--- src/rtl/robo_step_scheduler.sv ---
// Robot step scheduler: turns gamepad button levels and VGA frames into a timed
// robo_tick cadence, followed by a sensor settle window and a req/ack map update.
//
// state       | meaning
// ST_PAUSE    | idle, waiting for Start (auto mode) or A (single step)
// ST_WAIT_FRM | auto mode, counting frame edges up to the selected period
// ST_TICK     | one-cycle robo_tick, step_count advances
// ST_SETTLE   | sensors settle for SETTLE_CYC cycles
// ST_UPDATE   | upd_req held until upd_ack or timeout
module robo_step_scheduler #(
  parameter int FRAME_BASE  = 32,
  parameter int SPEED_INIT  = 1,
  parameter int SETTLE_CYC  = 4,
  parameter int TIMEOUT_CYC = 1000
) (
  input  logic        clock50_i,
  input  logic        reset_n_i,
  input  logic        v_sync_i,
  input  logic [11:0] botoes_i,
  input  logic        upd_ack_i,
  output logic        robo_tick_o,
  output logic        upd_req_o,
  output logic        running_o,
  output logic        error_o,
  output logic [2:0]  speed_idx_o,
  output logic [15:0] step_count_o
);

  localparam int FW = $clog2(FRAME_BASE);
  localparam int TW = $clog2(TIMEOUT_CYC + SETTLE_CYC + 1);

  typedef enum logic [2:0] {
    ST_PAUSE,
    ST_WAIT_FRM,
    ST_TICK,
    ST_SETTLE,
    ST_UPDATE
  } state_t;

  state_t state_q, state_d;

  logic          vs_meta_q, vs_sync_q, vs_prev_q;
  logic [3:0]    btn_q, btn_prev_q;
  logic          running_q, running_d;
  logic          error_q, error_d;
  logic [FW-1:0] frame_cnt_q, frame_cnt_d;
  logic [TW-1:0] timer_q, timer_d;
  logic [15:0]   step_count_q, step_count_d;
  logic [2:0]    speed_idx_q, speed_idx_d;

  logic          frame_edge;
  logic [3:0]    btn_edge;
  logic          start_e, a_e, up_e, dn_e;
  logic [FW:0]   period_m1;
  logic          frame_done;
  logic          keep_running;
  logic          unused_btn;

  assign unused_btn = ^botoes_i[11:4];

  // v_sync idles high, so the synchronizer resets high to avoid a false frame edge
  always_ff @(posedge clock50_i or negedge reset_n_i) begin
    if (!reset_n_i) begin
      vs_meta_q  <= 1'b1;
      vs_sync_q  <= 1'b1;
      vs_prev_q  <= 1'b1;
      btn_q      <= '0;
      btn_prev_q <= '0;
    end else begin
      vs_meta_q  <= v_sync_i;
      vs_sync_q  <= vs_meta_q;
      vs_prev_q  <= vs_sync_q;
      btn_q      <= botoes_i[3:0];
      btn_prev_q <= btn_q;
    end
  end

  assign frame_edge = vs_prev_q & ~vs_sync_q;
  assign btn_edge   = btn_q & ~btn_prev_q;
  assign start_e    = btn_edge[0];
  assign a_e        = btn_edge[1];
  assign up_e       = btn_edge[2];
  assign dn_e       = btn_edge[3];

  assign period_m1    = (FW+1)'(FRAME_BASE >> speed_idx_q) - (FW+1)'(1);
  assign frame_done   = {1'b0, frame_cnt_q} >= period_m1;
  assign keep_running = running_q & ~start_e;

  always_ff @(posedge clock50_i or negedge reset_n_i) begin
    if (!reset_n_i) state_q <= ST_PAUSE;
    else            state_q <= state_d;
  end

  always_comb begin
    state_d = state_q;
    case (state_q)
      ST_PAUSE: begin
        if (start_e)  state_d = ST_WAIT_FRM;
        else if (a_e) state_d = ST_TICK;
      end
      ST_WAIT_FRM: begin
        if (start_e)                       state_d = ST_PAUSE;
        else if (frame_edge && frame_done) state_d = ST_TICK;
      end
      ST_TICK:   state_d = ST_SETTLE;
      ST_SETTLE: if (timer_q == '0) state_d = ST_UPDATE;
      ST_UPDATE: begin
        if (upd_ack_i)          state_d = keep_running ? ST_WAIT_FRM : ST_PAUSE;
        else if (timer_q == '0) state_d = ST_PAUSE;
      end
      default:   state_d = ST_PAUSE;
    endcase
  end

  always_comb begin
    robo_tick_o = (state_q == ST_TICK);
    upd_req_o   = (state_q == ST_UPDATE);
  end

  always_comb begin
    running_d    = running_q;
    error_d      = error_q;
    frame_cnt_d  = frame_cnt_q;
    timer_d      = timer_q;
    step_count_d = step_count_q;
    speed_idx_d  = speed_idx_q;

    if (up_e && !dn_e && speed_idx_q < 3'd5)      speed_idx_d = speed_idx_q + 3'd1;
    else if (dn_e && !up_e && speed_idx_q != '0)  speed_idx_d = speed_idx_q - 3'd1;

    case (state_q)
      ST_PAUSE: begin
        if (start_e) begin
          running_d   = 1'b1;
          frame_cnt_d = '0;
        end
      end
      ST_WAIT_FRM: begin
        if (start_e)         running_d   = 1'b0;
        else if (frame_edge) frame_cnt_d = frame_done ? '0 : frame_cnt_q + 1'b1;
      end
      ST_TICK: begin
        running_d    = keep_running;
        step_count_d = step_count_q + 16'd1;
        timer_d      = TW'(SETTLE_CYC - 1);
      end
      ST_SETTLE: begin
        running_d = keep_running;
        timer_d   = (timer_q == '0) ? TW'(TIMEOUT_CYC - 1) : timer_q - 1'b1;
      end
      ST_UPDATE: begin
        running_d = keep_running;
        if (upd_ack_i) begin
          frame_cnt_d = '0;
        end else if (timer_q == '0) begin
          error_d   = 1'b1;
          running_d = 1'b0;
        end else begin
          timer_d = timer_q - 1'b1;
        end
      end
      default: ;
    endcase
  end

  always_ff @(posedge clock50_i or negedge reset_n_i) begin
    if (!reset_n_i) begin
      running_q    <= 1'b0;
      error_q      <= 1'b0;
      frame_cnt_q  <= '0;
      timer_q      <= '0;
      step_count_q <= '0;
      speed_idx_q  <= 3'(SPEED_INIT);
    end else begin
      running_q    <= running_d;
      error_q      <= error_d;
      frame_cnt_q  <= frame_cnt_d;
      timer_q      <= timer_d;
      step_count_q <= step_count_d;
      speed_idx_q  <= speed_idx_d;
    end
  end

  assign running_o    = running_q;
  assign error_o      = error_q;
  assign speed_idx_o  = speed_idx_q;
  assign step_count_o = step_count_q;

endmodule

--- config.mk ---
export PLATFORM = sky130hd
export DESIGN_NAME = robo_step_scheduler
export DESIGN_NICKNAME = d
export VERILOG_FILES = /design/src/rtl/robo_step_scheduler.sv
export SDC_FILE = /design/constraint.sdc
export NUM_CORES = 1
export LEC_CHECK = 0
export BUFFER_PORTS_ARGS = -buffer_cell sky130_fd_sc_hd__clkbuf_2
export CORE_MARGIN = 4
export CORE_UTILIZATION = 36
export CTS_BUF_LIST = sky130_fd_sc_hd__clkbuf_4
export CTS_CLUSTER_DIAMETER = 50
export DETAILED_ROUTE_END_ITERATION = 12
export RECOVER_POWER = 50
export SKIP_CTS_REPAIR_TIMING = 1
export SYNTH_ARGS = -nofsm -noshare
export SYNTH_HDL_FRONTEND = slang
export SYNTH_SLANG_ARGS = --single-unit
--- constraint.sdc ---
create_clock -name clock50_i -period 9.8 [get_ports clock50_i]
set_input_delay 0.49 -clock clock50_i [delete_from_list [all_inputs] [get_ports clock50_i]]
set_output_delay 0.49 -clock clock50_i [all_outputs]
set_load 0.03 [all_outputs]
==> flow_summary.yaml <==
yosys:
  synth_top_area_share_pct: 43.3
  syn_inst: 261
  async_flop_share_pct: 100
  yosys-top-cells-area: "dfrtp_1 43%, ha_1 4.2%, dfstp_2 4.0%, a21oi_1 3.4%, xnor2_1 3.3%"
  avgSynthCellArea_um2: 10.2
  syn_area_mm2: 0.00266
  syn_nets: 287
  synth_edf_count: 0
  ys_seq_area_share_pct: 47.2
  ys_types: 54
  ys_ff_latch: 50
  yosysTopAreaCell: "dfrtp_1"
  yosys_warnings: 0
  ys.flop_type: "dfrtp_1"
route:
  viasPerCell: 5.01
  wl_per_cell_um: 12.6
  antenna_left: 0
  dr.pass1.iters: 4
  vias: 1959
  drtIter0Drc: 41
  drc_errors: 0
  routed_wl_um: 4910
finish:
  final_area_mm2: 0.00296
  drive_gt1_share_pct: 19.9
  diodes: 0
  post-route-util_pct: 41.0
  num-nets-final: 317
  syn_to_final_growth_pct: 11.3
critical_path:
  crit_path_max_fanout: 15
  crit_path_start_kind: "flop"
  crit_buf_inv: 0
  cp-end-kind: "flop"
  path_delay_family: "compound AO/OA/AOI/OAI gates"
  crit_top_cell: "a21oi_1"
  critPathArrivalTime_ns: 3.51
  crit_type: "reg -> reg"
  critPathRequiredTime_ns: 10.12
  crit_slowest_cell: "dfrtp_1"
  path_cells: "nand2_1 -> or2_2 -> ha_1 -> nor3_1 -> a21oi_1 -> nor2_1 -> a21oi_1 -> ha_1 -> a21oi_1 -> a22oi_1 -> a2111o_1 -> nor4_1 -> a21o_1"
  cpPeakStageDelay_ns: 0.66
sta:
  maxSlewViolCount: 51
  layout_min_cycle_time_ns: 3.19
  tightest_slew_ns: 2.65
  whs_ns: 0.185
  clock_skew_ns: 0.00277
  tns_ns: 0
  finalSetupViolCount: 0
  hold_violations: 0
  fmax_mhz: 314
  finalCritPeriodShare_pct: 32.5
  slew_headroom_pct: -76.4
  rsz0062_at_grt: "no"
run_status:
  status: "finished with violations"
  violations: "max-capacitance violations, max-slew violations"
power_and_ir_drop:
  switching_share_pct: 44.4
  p_comb_share_pct: 44.4
  p_clk_share_pct: 13.0
  ir_worst_vdd_v: 0.000141
  switching_power_mw: 0.342
  internal_power_mw: 0.429
  p_per_area_mw_per_mm2: 260
  p_seq_share_pct: 42.6
  leakage_nw: 1.36
cts:
  cts_root_buf: "clkbuf_4"
  clock_path_buffers: 2
  cts_buffers: 5
  cts_tree: "built"
  clock_sinks: 50
  h-tree-depth: 2
  clk_pin_slew_ns: 0.14
  clock_latency_ns: 0.37
global_routing:
  grt.overflow.total: 0
  grt_max_degree: 51
  grt_antenna_before_repair: 0
  grt_pass1_wl_um: 8990
  grt_pass1_vias: 2017
  grt_use_total_pct: 12.6
min_path:
  hold_path_class: "in -> reg"
floorplan:
  initial_core_util_pct: 36.9
  fp.dieArea_mm2: 0.00882
  dieWidth_um: 93.9
  placementRows: 31
  coreArea_mm2: 0.00721
  die_y_um: 93.9
  io-pin-count: 39
placed_design:
  dp_hpwl_um: 3540
  portBuffers: 30
  place_congestion: 0.742
  placed_area_mm2: 0.00290
flow_run:
  maxCapViolCount: 1
==> final timing paths <==
check	start	cells after the start	slack [ns]	endpoint
worst min register to register	vs_meta_q	0	0.37	vs_sync_q
min in group asynchronous	reset_n_i	2	1.03	timer_q[0]
worst max-delay path	speed_idx_o[2]	13	6.61	frame_cnt_q[2]
max in group asynchronous	reset_n_i	2	7.29	btn_prev_q[0]
worst max register to register	speed_idx_o[2]	13	6.61	frame_cnt_q[2]
worst min-delay path	v_sync_i	1	0.19	vs_meta_q
==> per-layer routing <==
layer  vias to the layer above  share of wire [%]  routed length [µm]  GRT usage, %
li1                        999                  -                   -             -
met1                       924                 48                2380          16.0
met2                        31                 46                2260          20.6
met3                         5                4.4                 214          3.85
met4                         0                1.2                  58          3.61
met5                         -                  0                   0             0
==> sequential cells by signal (all words and copies together), names as in the netlist, 3 cells and up <==
name,count
btn_prev_q,4
btn_q,4
frame_cnt_q,5
speed_idx_o,3
state_q,3
step_count_o,16
timer_q,10
==> kinds of logic (layout without fill, tap and decap cells) <==
logic type | count (synthesis) | count (layout) | synth area share (%)
adders and majority gates | 10 | 10 | 4.99
xor gates and xnor gates | 18 | 18 | 5.93
DFF | 50 | 50 | 47.2
AOI/OAI and AO/OA | 60 | 60 | 15.8
muxes | 5 | 5 | 1.93
and+or+nand+nor | 100 | 100 | 21.3
buffers and inverters | 18 | 49 | 2.82
==> synth_stat cells, types with 2 or more instances <==
master    count
a211o_2       2
a211oi_1      2
a21o_1        4
a21oi_1      18
a22oi_1       4
a32o_1        2
and2_1        4
and3_1        3
buf_2         3
clkbuf_1      4
dfrtp_1      46
dfstp_2       4
ha_1          9
inv_1        10
mux2i_1       4
nand2_1      16
nand2b_1      8
nand3_1      16
nand3b_1      2
nand4_1       3
nor2_1       17
nor2b_1       2
nor3_1       11
o211ai_1      2
o21ai_0       8
o21bai_1      2
o221ai_1      2
o22ai_1       2
o31ai_1       4
or2_2         4
or3_1         2
or3_4         2
or4_1         2
xnor2_1      10
xor2_1        8
==> power groups by stage <==
| stage | sequential [mW] | combinational (mW) | clock, mW |
|---|---|---|---|
| 2_1_floorplan | 0.331 | 0.270 | 0 |
| 3_3_place_gp | 0.332 | 0.342 | 0 |
| 3_5_place_dp | 0.332 | 0.348 | 0 |
| 4_1_cts | 0.329 | 0.349 | 0.106 |
| 5_1_grt | 0.342 | 0.390 | 0.115 |
| 6_report | 0.328 | 0.342 | 0.100 |
==> layout make-up <==
type | instances | area [µm²]
clock buffers | 6 | 45.0
clock inverters | 2 | 17.5
fillers | 735 | 4250
inverters | 10 | 37.5
multi-input cells | 193 | 1330
flip-flops and latches | 50 | 1260
well taps | 99 | 124
repair buffers | 31 | 153
==> cell usage in the layout (no fill, tap or decap), types with 3 or more instances in the layout <==
cell	count
nand2b_1	8
nand4_1	3
nand2_1	16
dfrtp_1	46
nor2_1	17
a21o_1	4
dfstp_2	4
inv_1	10
xnor2_1	10
xor2_1	8
ha_1	9
nor3_1	11
a22oi_1	4
mux2i_1	4
clkbuf_2	29
and3_1	3
clkbuf_4	6
a21oi_1	18
and2_1	4
o31ai_1	4
o21ai_0	8
nand3_1	16
or2_2	4
==> per-stage QoR <==
stage	setup slack [ns]	std cells	total power [mW]
floorplan	6.61	261	0.601
global placement	6.69	383	0.674
detailed placement	6.64	383	0.680
CTS	6.60	391	0.784
global route	6.26	391	0.846
finish	6.61	391	0.771
==> worst reg2reg max path, delay by kind of cell (launching register included) <==
| family | cells | cell delay, ns |
|---|---|---|
| AND/OR/NAND/NOR | 5 | 0.92 |
| AO/OA/AOI/OAI | 6 | 0.99 |
| adder cells (fa/ha/maj) | 2 | 0.58 |
| flip-flops | 1 | 0.66 |
(Power assumes the default switching activity.)
